--- src/rtl/tl_ul_pkg.sv ---
// Shared TileLink-UL definitions: opcode encodings and beat payload typedefs
// sized by the package width localparams.
package tl_ul_pkg;

  localparam int unsigned TL_ADDR_W = 31;
  localparam int unsigned TL_DATA_W = 64;
  localparam int unsigned TL_MASK_W = TL_DATA_W / 8;
  localparam int unsigned TL_SRC_W  = 3;

  typedef enum logic [2:0] {
    A_PUT_FULL_DATA    = 3'd0,
    A_PUT_PARTIAL_DATA = 3'd1,
    A_GET              = 3'd4
  } tl_a_op_e;

  typedef enum logic [2:0] {
    D_ACCESS_ACK      = 3'd0,
    D_ACCESS_ACK_DATA = 3'd1
  } tl_d_op_e;

  typedef struct packed {
    logic [2:0]           opcode;
    logic [1:0]           size;
    logic [TL_SRC_W-1:0]  source;
    logic [TL_ADDR_W-1:0] address;
    logic [TL_MASK_W-1:0] mask;
    logic [TL_DATA_W-1:0] data;
  } tl_a_beat_t;

  typedef struct packed {
    logic [2:0]           opcode;
    logic [1:0]           size;
    logic [TL_SRC_W-1:0]  source;
    logic [TL_DATA_W-1:0] data;
  } tl_d_beat_t;

endpackage

--- src/rtl/rr_arbiter.sv ---
// Round-robin arbiter: searches upward from the slot after the last winner and
// moves its pointer only when the grant is actually taken (advance).
module rr_arbiter #(
  parameter int N     = 2,
  parameter int IDX_W = $clog2(N)
) (
  input  logic             clock,
  input  logic             reset,
  input  logic [N-1:0]     req,
  input  logic             advance,
  output logic [N-1:0]     grant,
  output logic [IDX_W-1:0] idx,
  output logic             any
);

  logic [IDX_W-1:0] ptr_r;
  logic [IDX_W-1:0] cand_s;
  logic             hit_s;

  // Last-winner pointer; resets to N-1 so slot 0 is searched first.
  always_ff @(posedge clock or posedge reset) begin
    if (reset) begin
      ptr_r <= IDX_W'(N - 1);
    end else if (advance) begin
      ptr_r <= idx;
    end
  end

  // Wrapping search; offset N wraps back onto the pointer slot itself.
  always_comb begin
    any    = 1'b0;
    idx    = {IDX_W{1'b0}};
    cand_s = {IDX_W{1'b0}};
    hit_s  = 1'b0;
    for (int off = 1; off <= N; off++) begin
      cand_s = ptr_r + IDX_W'(off);
      hit_s  = !any && req[cand_s];
      idx    = hit_s ? cand_s : idx;
      any    = any | hit_s;
    end
  end

  // One-hot view of the winner index.
  always_comb begin
    grant = {N{1'b0}};
    for (int i = 0; i < N; i++) begin
      grant[i] = any && (idx == IDX_W'(i));
    end
  end

endmodule

--- src/rtl/tl_ul_a_arbiter.sv ---
// N-to-1 TileLink-UL A-channel arbiter with a one-entry registered output stage,
// source-tag based D routing, per-master outstanding caps and an unexpected-D flag.
module tl_ul_a_arbiter
  import tl_ul_pkg::*;
#(
  parameter int NUM_M     = 2,
  parameter int SRC_W     = 2,
  parameter int ADDR_W    = 31,
  parameter int DATA_W    = 64,
  parameter int MAX_OUTST = 4,
  parameter int IDX_W     = $clog2(NUM_M),
  parameter int CNT_W     = $clog2(MAX_OUTST + 1)
) (
  input  logic                          clock,
  input  logic                          reset,
  input  logic [NUM_M-1:0]              m_a_valid,
  output logic [NUM_M-1:0]              m_a_ready,
  input  logic [3*NUM_M-1:0]            m_a_opcode,
  input  logic [2*NUM_M-1:0]            m_a_size,
  input  logic [SRC_W*NUM_M-1:0]        m_a_source,
  input  logic [ADDR_W*NUM_M-1:0]       m_a_address,
  input  logic [(DATA_W/8)*NUM_M-1:0]   m_a_mask,
  input  logic [DATA_W*NUM_M-1:0]       m_a_data,
  output logic [NUM_M-1:0]              m_d_valid,
  input  logic [NUM_M-1:0]              m_d_ready,
  output logic [2:0]                    m_d_opcode,
  output logic [1:0]                    m_d_size,
  output logic [SRC_W-1:0]              m_d_source,
  output logic [DATA_W-1:0]             m_d_data,
  output logic                          out_a_valid,
  input  logic                          out_a_ready,
  output logic [2:0]                    out_a_opcode,
  output logic [1:0]                    out_a_size,
  output logic [IDX_W+SRC_W-1:0]        out_a_source,
  output logic [ADDR_W-1:0]             out_a_address,
  output logic [DATA_W/8-1:0]           out_a_mask,
  output logic [DATA_W-1:0]             out_a_data,
  input  logic                          out_d_valid,
  output logic                          out_d_ready,
  input  logic [2:0]                    out_d_opcode,
  input  logic [1:0]                    out_d_size,
  input  logic [IDX_W+SRC_W-1:0]        out_d_source,
  input  logic [DATA_W-1:0]             out_d_data,
  output logic                          err_unexpected_d,
  output logic                          idle
);

  localparam int MASK_W = DATA_W / 8;
  localparam int OSRC_W = IDX_W + SRC_W;

  logic [NUM_M-1:0] elig_s;
  logic [NUM_M-1:0] grant_s;
  logic [IDX_W-1:0] win_idx_s;
  logic             any_s;
  logic             load_s;
  logic             accept_s;
  logic [IDX_W-1:0] d_idx_s;
  logic             d_fire_s;
  logic [NUM_M-1:0] inc_s;
  logic [NUM_M-1:0] dec_s;
  logic             all_zero_s;
  logic [CNT_W-1:0] cnt_r [NUM_M];

  // A master is eligible only while it still has headroom under the cap.
  always_comb begin
    elig_s = {NUM_M{1'b0}};
    for (int i = 0; i < NUM_M; i++) begin
      elig_s[i] = m_a_valid[i] && (cnt_r[i] < CNT_W'(MAX_OUTST));
    end
  end

  rr_arbiter #(
    .N     (NUM_M),
    .IDX_W (IDX_W)
  ) u_rr (
    .clock   (clock),
    .reset   (reset),
    .req     (elig_s),
    .advance (accept_s),
    .grant   (grant_s),
    .idx     (win_idx_s),
    .any     (any_s)
  );

  assign load_s    = !out_a_valid || out_a_ready;
  assign accept_s  = load_s && any_s && !reset;
  assign m_a_ready = accept_s ? grant_s : {NUM_M{1'b0}};

  // Output stage: capture the winner's beat, tagging the source with its index.
  always_ff @(posedge clock or posedge reset) begin
    if (reset) begin
      out_a_valid   <= 1'b0;
      out_a_opcode  <= 3'd0;
      out_a_size    <= 2'd0;
      out_a_source  <= {OSRC_W{1'b0}};
      out_a_address <= {ADDR_W{1'b0}};
      out_a_mask    <= {MASK_W{1'b0}};
      out_a_data    <= {DATA_W{1'b0}};
    end else if (accept_s) begin
      out_a_valid   <= 1'b1;
      out_a_opcode  <= m_a_opcode[int'(win_idx_s)*3 +: 3];
      out_a_size    <= m_a_size[int'(win_idx_s)*2 +: 2];
      out_a_source  <= {win_idx_s, m_a_source[int'(win_idx_s)*SRC_W +: SRC_W]};
      out_a_address <= m_a_address[int'(win_idx_s)*ADDR_W +: ADDR_W];
      out_a_mask    <= m_a_mask[int'(win_idx_s)*MASK_W +: MASK_W];
      out_a_data    <= m_a_data[int'(win_idx_s)*DATA_W +: DATA_W];
    end else if (out_a_ready) begin
      out_a_valid   <= 1'b0;
    end
  end

  assign d_idx_s     = out_d_source[OSRC_W-1:SRC_W];
  assign out_d_ready = m_d_ready[d_idx_s];
  assign d_fire_s    = out_d_valid && out_d_ready;
  assign m_d_opcode  = out_d_opcode;
  assign m_d_size    = out_d_size;
  assign m_d_source  = out_d_source[SRC_W-1:0];
  assign m_d_data    = out_d_data;

  // D valid is steered to the master named by the index half of the source.
  always_comb begin
    m_d_valid = {NUM_M{1'b0}};
    for (int i = 0; i < NUM_M; i++) begin
      m_d_valid[i] = out_d_valid && (d_idx_s == IDX_W'(i));
    end
  end

  // Counter strobes; a D response against an empty counter never decrements.
  always_comb begin
    inc_s      = {NUM_M{1'b0}};
    dec_s      = {NUM_M{1'b0}};
    all_zero_s = 1'b1;
    for (int i = 0; i < NUM_M; i++) begin
      inc_s[i]   = accept_s && (win_idx_s == IDX_W'(i));
      dec_s[i]   = d_fire_s && (d_idx_s == IDX_W'(i)) && (cnt_r[i] != {CNT_W{1'b0}});
      all_zero_s = all_zero_s && (cnt_r[i] == {CNT_W{1'b0}});
    end
  end

  // Outstanding counters; simultaneous inc and dec cancel.
  always_ff @(posedge clock or posedge reset) begin
    if (reset) begin
      for (int i = 0; i < NUM_M; i++) begin
        cnt_r[i] <= {CNT_W{1'b0}};
      end
    end else begin
      for (int i = 0; i < NUM_M; i++) begin
        if (inc_s[i] && !dec_s[i]) begin
          cnt_r[i] <= cnt_r[i] + CNT_W'(1);
        end else if (dec_s[i] && !inc_s[i]) begin
          cnt_r[i] <= cnt_r[i] - CNT_W'(1);
        end
      end
    end
  end

  // Sticky flag for a D response that matches nothing in flight.
  always_ff @(posedge clock or posedge reset) begin
    if (reset) begin
      err_unexpected_d <= 1'b0;
    end else if (d_fire_s && (cnt_r[d_idx_s] == {CNT_W{1'b0}})) begin
      err_unexpected_d <= 1'b1;
    end
  end

  assign idle = !out_a_valid && all_zero_s;

endmodule
--- config.mk ---
export PLATFORM = sky130hd
export DESIGN_NAME = tl_ul_a_arbiter
export DESIGN_NICKNAME = d
export VERILOG_FILES = /design/src/rtl/tl_ul_pkg.sv /design/src/rtl/rr_arbiter.sv /design/src/rtl/tl_ul_a_arbiter.sv
export SDC_FILE = /design/constraint.sdc
export NUM_CORES = 1
export LEC_CHECK = 0
export ABC_CLOCK_PERIOD_IN_PS = 4700
export BUFFER_PORTS_ARGS = -buffer_cell sky130_fd_sc_hd__buf_4
export CORE_AREA = 2 2 193 195
export DETAILED_ROUTE_END_ITERATION = 7
export DIE_AREA = 0 0 195 197
export GPL_TIMING_DRIVEN = 0
export PLACE_DENSITY = 0.44
export SYNTH_ARGS = -nofsm -noshare
export SYNTH_HDL_FRONTEND = slang
export SYNTH_SLANG_ARGS = --single-unit
--- constraint.sdc ---
create_clock -name clock -period 4.7 [get_ports clock]
set_input_delay 0.47 -clock clock [delete_from_list [all_inputs] [get_ports clock]]
set_output_delay 0.47 -clock clock [all_outputs]
set_load 0.01 [all_outputs]
# ---- Word level (Yosys, flattened, before mapping)
# Index checks and enable logic that the tools add are counted.
dict set report word_totals {
  regBits 120
  word_cells 91
}
dict set report classes {
  multipliers 2
  n_shift 6
  n_addsub 5
  magnitude_cmp 6
  n_mux 18
  reduce_logical 39
  bitwise_logic 4
}
# op n
set ops {}
lappend ops {{variable part select 128 x 8 -> 64 bit} 1}
lappend ops {{variable part select 62 x 7 -> 31 bit} 1}
lappend ops {{logical AND 1 bit} 23}
lappend ops {{two-way mux 3 bit} 7}
lappend ops {{variable part select 16 x 5 -> 8 bit} 1}
lappend ops {{two-way mux 1 bit} 10}
lappend ops {{logical NOT 3 bit} 3}
lappend ops {{variable part select 4 x 3 -> 2 bit} 2}
lappend ops {{logical NOT 1 bit} 7}
lappend ops {{adder 3 x 1 -> 3 bit (second input constant)} 2}
lappend ops {{< comparator 1 x 2 -> 1 bit (second input constant)} 3}
lappend ops {{< comparator 3 bit (second input constant)} 2}
lappend ops {{multiplier 1 x 5 -> 6 bit (second input constant)} 1}
lappend ops {{nonzero test 2 bit} 3}
lappend ops {{nonzero test 3 bit} 2}
lappend ops {{variable part select 6 x 4 -> 3 bit} 1}
lappend ops {{subtractor 3 x 1 -> 3 bit (second input constant)} 2}
lappend ops {{multiplier 1 x 2 -> 3 bit (second input constant)} 1}
lappend ops {{greater-or-equal comparator 2 bit (second input constant)} 1}
lappend ops {{two-way mux 2 bit} 1}
lappend ops {{NOT 1 bit} 2}
lappend ops {{NOT 1 -> 2 bit} 1}
lappend ops {{adder 1 bit (second input constant)} 1}
lappend ops {{logical OR 1 bit} 1}
lappend ops {{bitwise OR 1 bit} 1}

# ---- Longest topological paths before layout
# Gate-level depths: netlist (run 1).
dict set report logic_depth {
  depth_word 14
  mapped_depth 11
  depth_no_buf 9
}

# ---- Cells and area by module
# Synthesis (run 1) repeated with hierarchy kept, for this count alone.
dict set report hier_totals {
  hier_cells 482
  area_unflattened_um2 7140.6
}
# mod cells_each n_inst seq_area_each_um2 area_each_um2
set modules_own_cells {}
lappend modules_own_cells {tl_ul_a_arbiter 474 1 2977.9 7059.3}
lappend modules_own_cells {rr_arbiter 8 1 26.3 81.3}

# ---- Worst setup path after synthesis (run 1)
# Ideal clock, no wire load.
dict set report synth_path {
  path_kind {register -> register}
  start {reg out_a_valid}
  end {reg cnt_r[2] in the netlist's numbering}
  n_path_buf 2
  required_ns 4.621
  setup_ns 0.079
  path_stages_with_launch 12
  path_slack_ns 2.394
  arrival_ns 2.227
  period_less_slack_ns 2.306
  cell_sequence {dfrtp_1 -> nor2b_1 -> a211o_1 -> buf_6 -> buf_6 -> nor2_1 -> ha_1 -> inv_1 -> fa_1 -> xor2_1 -> nor2_1 -> xor2_1}
}
dict set report synth_between {
  elab_chain_cells 8
}
# element line
set synth_rtl {}
lappend synth_rtl {{start, declared} tl_ul_a_arbiter.sv:30} ;# output logic out_a_valid,
lappend synth_rtl {{start signal, assigned} tl_ul_a_arbiter.sv:92} ;# out_a_valid <= 1'b0;
lappend synth_rtl {{start signal, assigned} tl_ul_a_arbiter.sv:100} ;# out_a_valid <= 1'b1;
lappend synth_rtl {{start signal, assigned} tl_ul_a_arbiter.sv:108} ;# out_a_valid <= 1'b0;
lappend synth_rtl {{logical NOT 1 bit (*)} tl_ul_a_arbiter.sv:85} ;# assign load_s = !out_a_valid || out_a_ready;
lappend synth_rtl {{logical OR 1 bit (*)} tl_ul_a_arbiter.sv:85}
lappend synth_rtl {{logical AND 1 bit (*) (2 in series)} tl_ul_a_arbiter.sv:86} ;# assign accept_s = load_s && any_s && !reset;
lappend synth_rtl {{logical AND 1 bit (*)} tl_ul_a_arbiter.sv:134} ;# inc_s[i] = accept_s && (win_idx_s == IDX_W'(i));
lappend synth_rtl {{logical NOT 1 bit} tl_ul_a_arbiter.sv:150} ;# end else if (dec_s[i] && !inc_s[i]) begin
lappend synth_rtl {{logical AND 1 bit} tl_ul_a_arbiter.sv:150}
lappend synth_rtl {{nonzero test 2 bit (no source line)} --}
lappend synth_rtl {{end signal, assigned by index} tl_ul_a_arbiter.sv:144} ;# cnt_r[i] <= {CNT_W{1'b0}};
lappend synth_rtl {{end signal, assigned by index} tl_ul_a_arbiter.sv:149} ;# cnt_r[i] <= cnt_r[i] + CNT_W'(1);
lappend synth_rtl {{end signal, assigned by index} tl_ul_a_arbiter.sv:151} ;# cnt_r[i] <= cnt_r[i] - CNT_W'(1);
lappend synth_rtl {{end, declared} tl_ul_a_arbiter.sv:62} ;# logic [CNT_W-1:0] cnt_r [NUM_M];
# Every way passes the cells marked *; elsewhere a longest branch is shown, timed or not.
# A chain may end at the register's enable or synchronous reset.

# ---- Worst setup path after layout (run 1)
dict set report layout_path {
  start {reg cnt_r[5] in the netlist's numbering}
  end {reg cnt_r[5] in the netlist's numbering}
}
dict set report layout_between {
  elab_chain_cells 13
}
# element line
set layout_rtl {}
lappend layout_rtl {{< comparator 3 bit} tl_ul_a_arbiter.sv:68} ;# elig_s[i] = m_a_valid[i] && (cnt_r[i] < CNT_W'(MAX_OUTST));
lappend layout_rtl {{logical AND 1 bit} tl_ul_a_arbiter.sv:68}
lappend layout_rtl {{two-way mux 1 bit (not written as such) (2 in series)} rr_arbiter.sv:37} ;# hit_s = !any && req[cand_s];
lappend layout_rtl {{logical NOT 1 bit} rr_arbiter.sv:37}
lappend layout_rtl {{logical AND 1 bit} rr_arbiter.sv:37}
lappend layout_rtl {{bitwise OR 1 bit} rr_arbiter.sv:39} ;# any = any | hit_s;
lappend layout_rtl {{logical AND 1 bit (2 in series)} tl_ul_a_arbiter.sv:86}
lappend layout_rtl {{logical AND 1 bit} tl_ul_a_arbiter.sv:134}
lappend layout_rtl {{logical NOT 1 bit} tl_ul_a_arbiter.sv:150}
lappend layout_rtl {{logical AND 1 bit} tl_ul_a_arbiter.sv:150}
lappend layout_rtl {{nonzero test 2 bit (no source line)} --}
# Several ways; a longest one is shown, not always the timed one. The select of a mux whose other input is x is not followed.

==> out/summary.txt, run 1 <==
======================================================================================
Run status                                                                finished, final reports clean
Drc violations                                                                       0
Number of clock buffers inserted by TritonCTS                                       17
Cells along the critical path                                             nand2b_4 -> a211o_1 -> buf_6 -> clkbuf_1 -> nor2_1 -> ha_1 -> inv_1 -> fa_1 -> xor2_1 -> nor2_1 -> xor2_1
Clk_lat worst skew                                                             0.44 ns
Highest net fanout along the worst path                                             10
Root cell of the clock tree                                               sky130_fd_sc_hd__clkbuf_16
Final Util                                                                      29.40%
Sequential element share of the synthesized area                                48.00%
TritonCTS clock tree                                                               yes
Wire length per cell after detailed routing                                   17.08 um
Die height                                                                      197 um
Gpl congestion                                                                  0.7346
FILL cells                                                                       3,970
Number of flops mapped to enable cells by yosys                                      0
Hold slack final                                                            0.08930 ns
Synth-to-Final Area Change                                                      70.33%
DR iter-0 viols                                                                    175
Crit path time final                                                          2.567 ns
Total Routing Usage GR                                                          14.34%
Quantity of I/O buffers inserted on ports                                          418
Data arrival time of the critical path                                         2.92 ns
Vias/cell                                                                        4.023
Most frequently used flop master after synthesis                          sky130_fd_sc_hd__dfrtp_1
Fraction of layout cells with a size suffix above 1                             50.94%
Headroom to the max-slew limit                                                  38.35%
Highest ir drop seen on vdd                                                   246.7 uV
Number of detailed-routing iterations run before antenna repair                      4
Number of antenna violations at the first check in global routing                    0
Final cycle utilization of the critical path                                    54.62%
Initial Util                                                                    17.26%
Clock transition at the registers of the reported paths                        0.06 ns
Mean cell area of the mapped netlist                                       8.632 sq um
Classification of the worst setup path                                    flip-flop to flip-flop
Max H-tree Level                                                                     4
Clk sinks                                                                          120
Type of element capturing the critical path                                  flip-flop
Final HPWL from detailed placement                                            21.46 mm
Library cell contributing the largest single delay on the critical path   sky130_fd_sc_hd__dfrtp_1
Summed instance area of the synthesized netlist                           0.006259 sq mm
Vias                                                                             6,613
Hold Buf Count CTS                                                                   0
Distinct cells, synth                                                               31
Post-Route Skew                                                             0.01254 ns
Startpoint Class                                                             flip-flop
Max stage delay on crit path                                                   0.41 ns
Cell Rows                                                                           70
Synth warnings                                                                       0
Maximum number of pins on one net before global-route repair                        73
Static Leakage                                                                5.270 nW
Setup-violating endpoint count in the final report                                   0
First-pass GRT wire length                                                    41.12 mm
Die Wd                                                                          195 um
Final max-slew violation count                                                       0
Area of the core                                                          0.03626 sq mm
Gate count of the mapped netlist                                                   725
Post-layout net count                                                            1,467
Via count of the first global-routing pass                                       6,708
GR Overflow Total                                                                    0
Floorplan die area                                                        0.03842 sq mm
Flop and latch count out of synthesis                                              120
CTS-repair resized insts                                                             0
Total routed wirelength                                                       28.08 mm
Share of synthesized flip-flops with an asynchronous set or reset               100.0%
Number of endpoints with negative hold slack in the final report                     0
Number of diodes                                                                     0
Setup repair after global routing missed its margin                                 no
Total nets after synthesis                                                       1,029
CP Data Required Time                                                          5.06 ns
Power Density                                                             571.2 mW/mm^2
Worst hold path class                                                     primary input to async pin
Buffers from clock root to sink, at most                                             2
Number of ports placed on the die boundary                                         490
Maximum clock rate                                                           389.5 MHz
Max Cap Viol                                                                         0
# Post-CTS Setup Buffers                                                             0
Residual antenna-violating net count after detailed routing                          0
Transition time of the tightest slew-check pin                               0.9248 ns
======================================================================================
critical path, delay by kind of cell (launching register included):
family | cells | cell delay, ns
compound gates | 1 | 0.30
xor+xnor | 2 | 0.29
flops | 1 | 0.41
buf+inv | 3 | 0.46
fa+ha+maj | 2 | 0.57
simple gates | 3 | 0.45
layout make-up:
cell class              count  area [sq um]  share of cell area, %
inverters                   3         16.27                 0.1526
plain buffers             121         835.8                  7.840
well taps                 468         585.6                  5.493
flip-flops and latches    120          3004                  28.18
repair buffers            419          3166                  29.69
clock buffers              20         446.7                  4.190
clock inverters            12         198.9                  1.866
multi-input cells         481          2407                  22.58
synth_stat cells, drive strengths merged (3+ instances only):
library cell	count	share of area, %
a21oi	221	20
buf	104	12
clkbuf	17	1.0
dfrtp	119	48
inv	3	0.18
mux2	3	0.54
nand2	111	6.7
nor2	116	7.0
nor2b	3	0.30
xor2	4	0.56
stage by stage:
step | setup slack [ns] | area [sq um] | TNS (ns) | total power [mW] | instances
global placement | -1.291 | 9982 | -151.47 | 4.673 | 1611
floorplan | 1.046 | 6259 | 0 | 3.204 | 725
CTS | 2.085 | 10660 | 0 | 6.232 | 1644
global route | 1.952 | 10660 | 0 | 6.543 | 1644
detailed placement | 1.962 | 10010 | 0 | 4.697 | 1612
finish | 2.133 | 10660 | 0 | 6.089 | 1644
final timing paths:
| path | start | to | slack [ns] | depth (start not counted) |
|---|---|---|---|---|
| worst max-delay path | cnt_r[5] | cnt_r[5] | 2.13 | 11 |
| worst min-delay path | reset | out_a_data[54] | 0.09 | 2 |
| worst max register to register | cnt_r[5] | cnt_r[5] | 2.13 | 11 |
| worst min register to register | err_unexpected_d | err_unexpected_d | 0.48 | 1 |
| max in group asynchronous | reset | out_a_data[1] | 3.81 | 3 |
| min in group clock | m_a_data[18] | out_a_data[18] | 0.27 | 3 |
metal layers:
layer | GRT usage [%] | up-vias | part of all wire [%]
li1 | - | 3198 | -
met1 | 16.11 | 3123 | 39
met2 | 25.62 | 270 | 52
met3 | 4.979 | 22 | 7.7
met4 | 4.156 | 0 | 1.4
met5 | 0 | - | 0
cells by family (layout without fill, tap and decap cells):
kind of cell	count (synthesis)	count (layout)	share of synthesized area (%)
AOI/OAI and AO/OA	226	226	20.59
xor gates and xnor gates	6	6	0.8397
adders and majority gates	4	4	1.040
buffers and inverters	124	575	13.53
DFF	120	120	48.00
muxes	4	4	0.6997
and+or+nand+nor	241	241	15.29
power by group:
group / switching, mW / internal (mW)
Combinational: 1.45 / 1.30
Clock: 0.525 / 0.954
Sequential: 0.311 / 1.55
Total: 2.29 / 3.80
registers in the layout, summed over array words and instances (netlist names):
| signal | flops |
|---|---|
| out_a_opcode | 3 |
| out_a_valid | 1 |
| out_a_data | 64 |
| out_a_size | 2 |
| out_a_address | 31 |
| out_a_mask | 8 |
| err_unexpected_d | 1 |
| cnt_r | 6 |
| out_a_source | 3 |
| u_rr.ptr_r | 1 |
cell usage in the layout (no fill, tap or decap), types with 2 or more instances in the layout:
cell	count
sky130_fd_sc_hd__nor2b_1	3
sky130_fd_sc_hd__ha_1	2
sky130_fd_sc_hd__bufinv_16	5
sky130_fd_sc_hd__clkinv_2	3
sky130_fd_sc_hd__a21oi_1	183
sky130_fd_sc_hd__or3_1	2
sky130_fd_sc_hd__buf_4	494
sky130_fd_sc_hd__buf_2	17
sky130_fd_sc_hd__xor2_1	4
sky130_fd_sc_hd__xnor2_1	2
sky130_fd_sc_hd__nor2_1	116
sky130_fd_sc_hd__and2_1	2
sky130_fd_sc_hd__clkbuf_1	19
sky130_fd_sc_hd__clkinv_4	3
sky130_fd_sc_hd__mux2_2	3
sky130_fd_sc_hd__a21o_1	2
sky130_fd_sc_hd__dfrtp_1	119
sky130_fd_sc_hd__inv_1	2
sky130_fd_sc_hd__nand2b_4	2
sky130_fd_sc_hd__a21oi_2	38
sky130_fd_sc_hd__nand2_1	111
sky130_fd_sc_hd__buf_6	10
sky130_fd_sc_hd__clkbuf_16	17
sky130_fd_sc_hd__fa_1	2
No activity file was read; power rests on OpenSTA's default activity.
==> inputs of run 2 (changes only) <==
--- a/config.mk
+++ b/config.mk
@@ -5,13 +5,14 @@
 export SDC_FILE = /design/constraint.sdc
 export NUM_CORES = 1
 export LEC_CHECK = 0
-export ABC_CLOCK_PERIOD_IN_PS = 4700
+export ABC_AREA = 1
+export ABC_CLOCK_PERIOD_IN_PS = 2200
 export BUFFER_PORTS_ARGS = -buffer_cell sky130_fd_sc_hd__buf_4
-export CORE_AREA = 2 2 193 195
+export CORE_AREA = 2 2 189 191
 export DETAILED_ROUTE_END_ITERATION = 7
-export DIE_AREA = 0 0 195 197
+export DIE_AREA = 0 0 191 193
 export GPL_TIMING_DRIVEN = 0
-export PLACE_DENSITY = 0.44
+export PLACE_DENSITY = 0.48
 export SYNTH_ARGS = -nofsm -noshare
 export SYNTH_HDL_FRONTEND = slang
 export SYNTH_SLANG_ARGS = --single-unit
==> constraint.sdc (replaced) <==
create_clock -name clock -period 2.2 [get_ports clock]
set_input_delay 0.22 -clock clock [delete_from_list [all_inputs] [get_ports clock]]
set_output_delay 0.22 -clock clock [all_outputs]
set_load 0.01 [all_outputs]
==> run 2 against run 1 <==
  * Clock power is 92% higher
  * Die area is 4.0% lower
  * Non-clock buffer count is 23 higher
  * Core utilization is 3.1 points higher
  * Largest power group unchanged
==> out/summary.txt, run 2 <==
======================================================================================
Buffers from clock root to sink, at most                                             2   unchanged
Highest net fanout along the worst path                                             10   unchanged
Final HPWL from detailed placement                                            22.97 mm   +7.1%
Final max-slew violation count                                                       0   unchanged
Share of synthesized flip-flops with an asynchronous set or reset               100.0%   unchanged
Power Density                                                             1105 mW/mm^2   +94%
Mean cell area of the mapped netlist                                       6.907 sq um   -20%
Number of cells on the worst hold path                                               5
Final cycle utilization of the critical path                                    99.39%
Max H-tree Level                                                                     4   unchanged
Sequential element share of the synthesized area                                44.20%   -3.8 points
Number of detailed-routing iterations run before antenna repair                      4   unchanged
Fin area                                                                  0.01137 sq mm   +6.7%
Post-layout instance count excluding filler cells                                1,910   +16%
Delay-heaviest family, CP                                                 buffers and inverters
Drc violations                                                                       0   unchanged
Die height                                                                      193 um   -2.0%
Most common library cells after synthesis                                 sky130_fd_sc_hd__nand2_1 (578), sky130_fd_sc_hd__dfrtp_1 (119), sky130_fd_sc_hd__nand3_1 (115)
Post-Route Skew                                                             0.01091 ns   -0.001631 ns
Area taken by flip-flops and latches                                      0.003004 sq mm   unchanged
Transition time of the tightest slew-check pin                               0.7080 ns   -0.2168 ns
Synth-to-Final Area Change                                                      67.34%
Fraction of layout cells with a size suffix above 1                             40.68%   -10 points
Maximum clock rate                                                           457.3 MHz
Data arrival time of the critical path                                         2.49 ns   -0.43 ns
Top cell type by total area after synthesis                               sky130_fd_sc_hd__dfrtp_1
Clk_lat worst skew                                                             0.41 ns   -0.03 ns
Clk sinks                                                                          120   unchanged
Most common library cell in the layout ignoring fill and taps             sky130_fd_sc_hd__nand2_1
Total nets after synthesis                                                       1,288   +25%
Capture endpoint of the worst hold path                                   out_a_data[9]
Static Leakage                                                                6.595 nW   +25%
CP Data Required Time                                                          2.50 ns   -2.56 ns
Setup-violating endpoint count in the final report                                   0   unchanged
Final Util                                                                      32.53%   +3.1 points
Area of the core                                                          0.03496 sq mm   -3.6%
Run status                                                                finished, final reports clean
Wire length per cell after detailed routing                                   15.73 um   -7.9%
DR iter-0 viols                                                                    287   +64%
Sum of buffers and inverters on the critical path                                    6   +3
Reg-to-reg critical path endpoint                                             cnt_r[5]
FILL cells                                                                       3,870   -2.5%
Worst reg2reg startpoint                                                    u_rr.ptr_r
Flop and latch count out of synthesis                                              120   unchanged
Startpoint of the lowest-slack hold path                                   m_a_data[9]
Flop2flop setup slack                                                          0.07 ns   -2.06 ns
Length in cells of the worst reg-to-reg path                                        11   unchanged
Minimum setup slack in the final design                                     0.01343 ns   -2.119 ns
Maximum number of pins on one net before global-route repair                        36   -51%
Most flops, register                                                        out_a_data
Classification of the worst setup path                                    primary input to flip-flop
Max Cap Viol                                                                         0   unchanged
Most frequently used flop master after synthesis                          sky130_fd_sc_hd__dfrtp_1
Crit. Startpoint                                                                 reset
Area contributors post-synth                                              sky130_fd_sc_hd__dfrtp_1 (44%), sky130_fd_sc_hd__nand2_1 (32%), sky130_fd_sc_hd__nand3_1 (8.5%), sky130_fd_sc_hd__buf_4 (8.1%), sky130_fd_sc_hd__buf_2 (2.7%)
Total Routing Usage GR                                                          15.76%   +1.4 points
Gate count of the mapped netlist                                                   984   +36%
Area after detailed placement                                             0.01062 sq mm   +6.0%
Number of ports placed on the die boundary                                         490   unchanged
TritonCTS clock tree                                                               yes
Vias                                                                             7,659   +16%
Max stage delay on crit path                                                   0.54 ns   +0.13 ns
Leading cell types in the layout, fill and taps excluded                  sky130_fd_sc_hd__nand2_1 (574), sky130_fd_sc_hd__buf_4 (496), sky130_fd_sc_hd__dfrtp_1 (119)
Clock transition at the registers of the reported paths                        0.06 ns   about the same
Number of flops mapped to enable cells by yosys                                      0   unchanged
Cells along the critical path                                             dlygate4sd3_1 -> buf_4 -> clkinvlp_4 -> buf_12 -> nand3_4 -> buf_8 -> nor2_1 -> ha_2 -> inv_2 -> fa_1 -> nand2_1 -> nand3_1 -> xor2_1
Worst slack at placement                                                    -0.7145 ns   -2.676 ns
Library cell contributing the largest single delay on the critical path   sky130_fd_sc_hd__dlygate4sd3_1
Startpoint Class                                                          primary input
Setup tns final                                                                   0 ns   unchanged
Die Wd                                                                          191 um   -2.1%
Cell Rows                                                                           69   -1.4%
Via count of the first global-routing pass                                       7,554   +13%
Overall power after layout                                                    12.57 mW   +110%
First-pass GRT wire length                                                    43.58 mm   +6.0%
GR Overflow Total                                                                    0   unchanged
Residual antenna-violating net count after detailed routing                          0   unchanged
Area used by multi-input combinational logic                              0.002962 sq mm   +23%
Headroom to the max-slew limit                                                  52.80%   +14 points
Total routed wirelength                                                       30.04 mm   +7.0%
Crit path time final                                                          2.187 ns
Number of clock buffers inserted by TritonCTS                                       17   unchanged
Post-layout net count                                                            1,739   +19%
Type of element capturing the critical path                                  flip-flop
Summed instance area of the synthesized netlist                           0.006797 sq mm   +8.6%
Vias/cell                                                                        4.010   -0.31%
Instance count after placement with tap cells included                           1,866   +16%
Number of endpoints with negative hold slack in the final report                     0   unchanged
Flip-flop count of the largest register, all copies and words added                 64   unchanged
Cell with the most instances after synthesis                              sky130_fd_sc_hd__nand2_1
Synth warnings                                                                       0   unchanged
Floorplan die area                                                        0.03686 sq mm   -4.0%
Initial Util                                                                    19.44%   +2.2 points
Hold slack final                                                            0.08976 ns   +0.0004655 ns
Distinct cells, synth                                                               18   -42%
Worst hold path class                                                     primary input to flip-flop
Area share of the largest cell type after synthesis                             43.81%   -3.8 points
Highest ir drop seen on vdd                                                   480.2 uV   +95%
Registers with the most flip-flops                                        out_a_data x64, out_a_address x31, out_a_mask x8
Gpl congestion                                                                  0.8278   +13%
Quantity of I/O buffers inserted on ports                                          418   unchanged
Root cell of the clock tree                                               sky130_fd_sc_hd__clkbuf_16
Setup repair after global routing missed its margin                                yes
Number of antenna violations at the first check in global routing                    0   unchanged
======================================================================================
[run 2: worst max-delay path by stage]
stage	to	cells past startpoint
after floorplan	cnt_r[1]	11
after global placement	cnt_r[1]	12
after detailed placement	cnt_r[2]	14
after CTS	cnt_r[5]	13
after global routing	cnt_r[5]	13
final	cnt_r[5]	13
[run 2: per-layer routing]
| layer | global-route usage (%) | vias up | share of wire, % |
|---|---|---|---|
| met5 | 0 | - | 0 |
| met4 | 4.919 | 0 | 1.8 |
| met3 | 4.199 | 19 | 8.1 |
| met2 | 28.43 | 304 | 51 |
| met1 | 18.14 | 3479 | 39 |
| li1 | - | 3857 | - |
[run 2: final cells by class]
class	instances	area share, %
clock buffer	21	4.048
clock inverter	11	1.089
multi-input combinational	712	26.04
inverter	21	0.7481
antenna	1	0.02200
timing repair buffer	432	29.04
tap	461	5.072
buffer	131	7.525
sequential	120	26.41
[run 2: kinds of logic (layout without fill, tap and decap cells)]
logic type | count (synthesis) | in the layout | synth area share, %
simple gates | 703 | 703 | 41.15
buf+inv | 152 | 616 | 13.11
flops | 120 | 120 | 44.20
fa+ha+maj | 4 | 4 | 0.9573
xor+xnor | 4 | 4 | 0.5156
compound gates | 1 | 1 | 0.07357
other cells | 0 | 1 | 0
[run 2: power by group]
group          internal [mW]  leakage [nW]  switching [mW]
clock network           1.73         0.279            1.11
logic                   2.68          4.82            3.24
registers               3.22          1.50           0.595
[run 2: worst reg2reg max path, stage by stage, from the launching register on]
cell and delay (ns):
sky130_fd_sc_hd__dfstp_2 0.56, sky130_fd_sc_hd__nand3_4 0.12, sky130_fd_sc_hd__nand2_4 0.11, sky130_fd_sc_hd__buf_12 0.11, sky130_fd_sc_hd__inv_1 0.07, sky130_fd_sc_hd__nor2_1 0.13, sky130_fd_sc_hd__ha_2 0.20, sky130_fd_sc_hd__inv_2 0.04
sky130_fd_sc_hd__fa_1 0.38, sky130_fd_sc_hd__nand2_1 0.09, sky130_fd_sc_hd__nand3_1 0.08, sky130_fd_sc_hd__xor2_1 0.14
[run 2: timing repair]
item,in CTS,in global routing
pin swaps,0,1
setup buffers,5,1
setup endpoints to repair,6,2
resized for setup,12,5
hold buffers,5,0
hold endpoints to repair,50,0
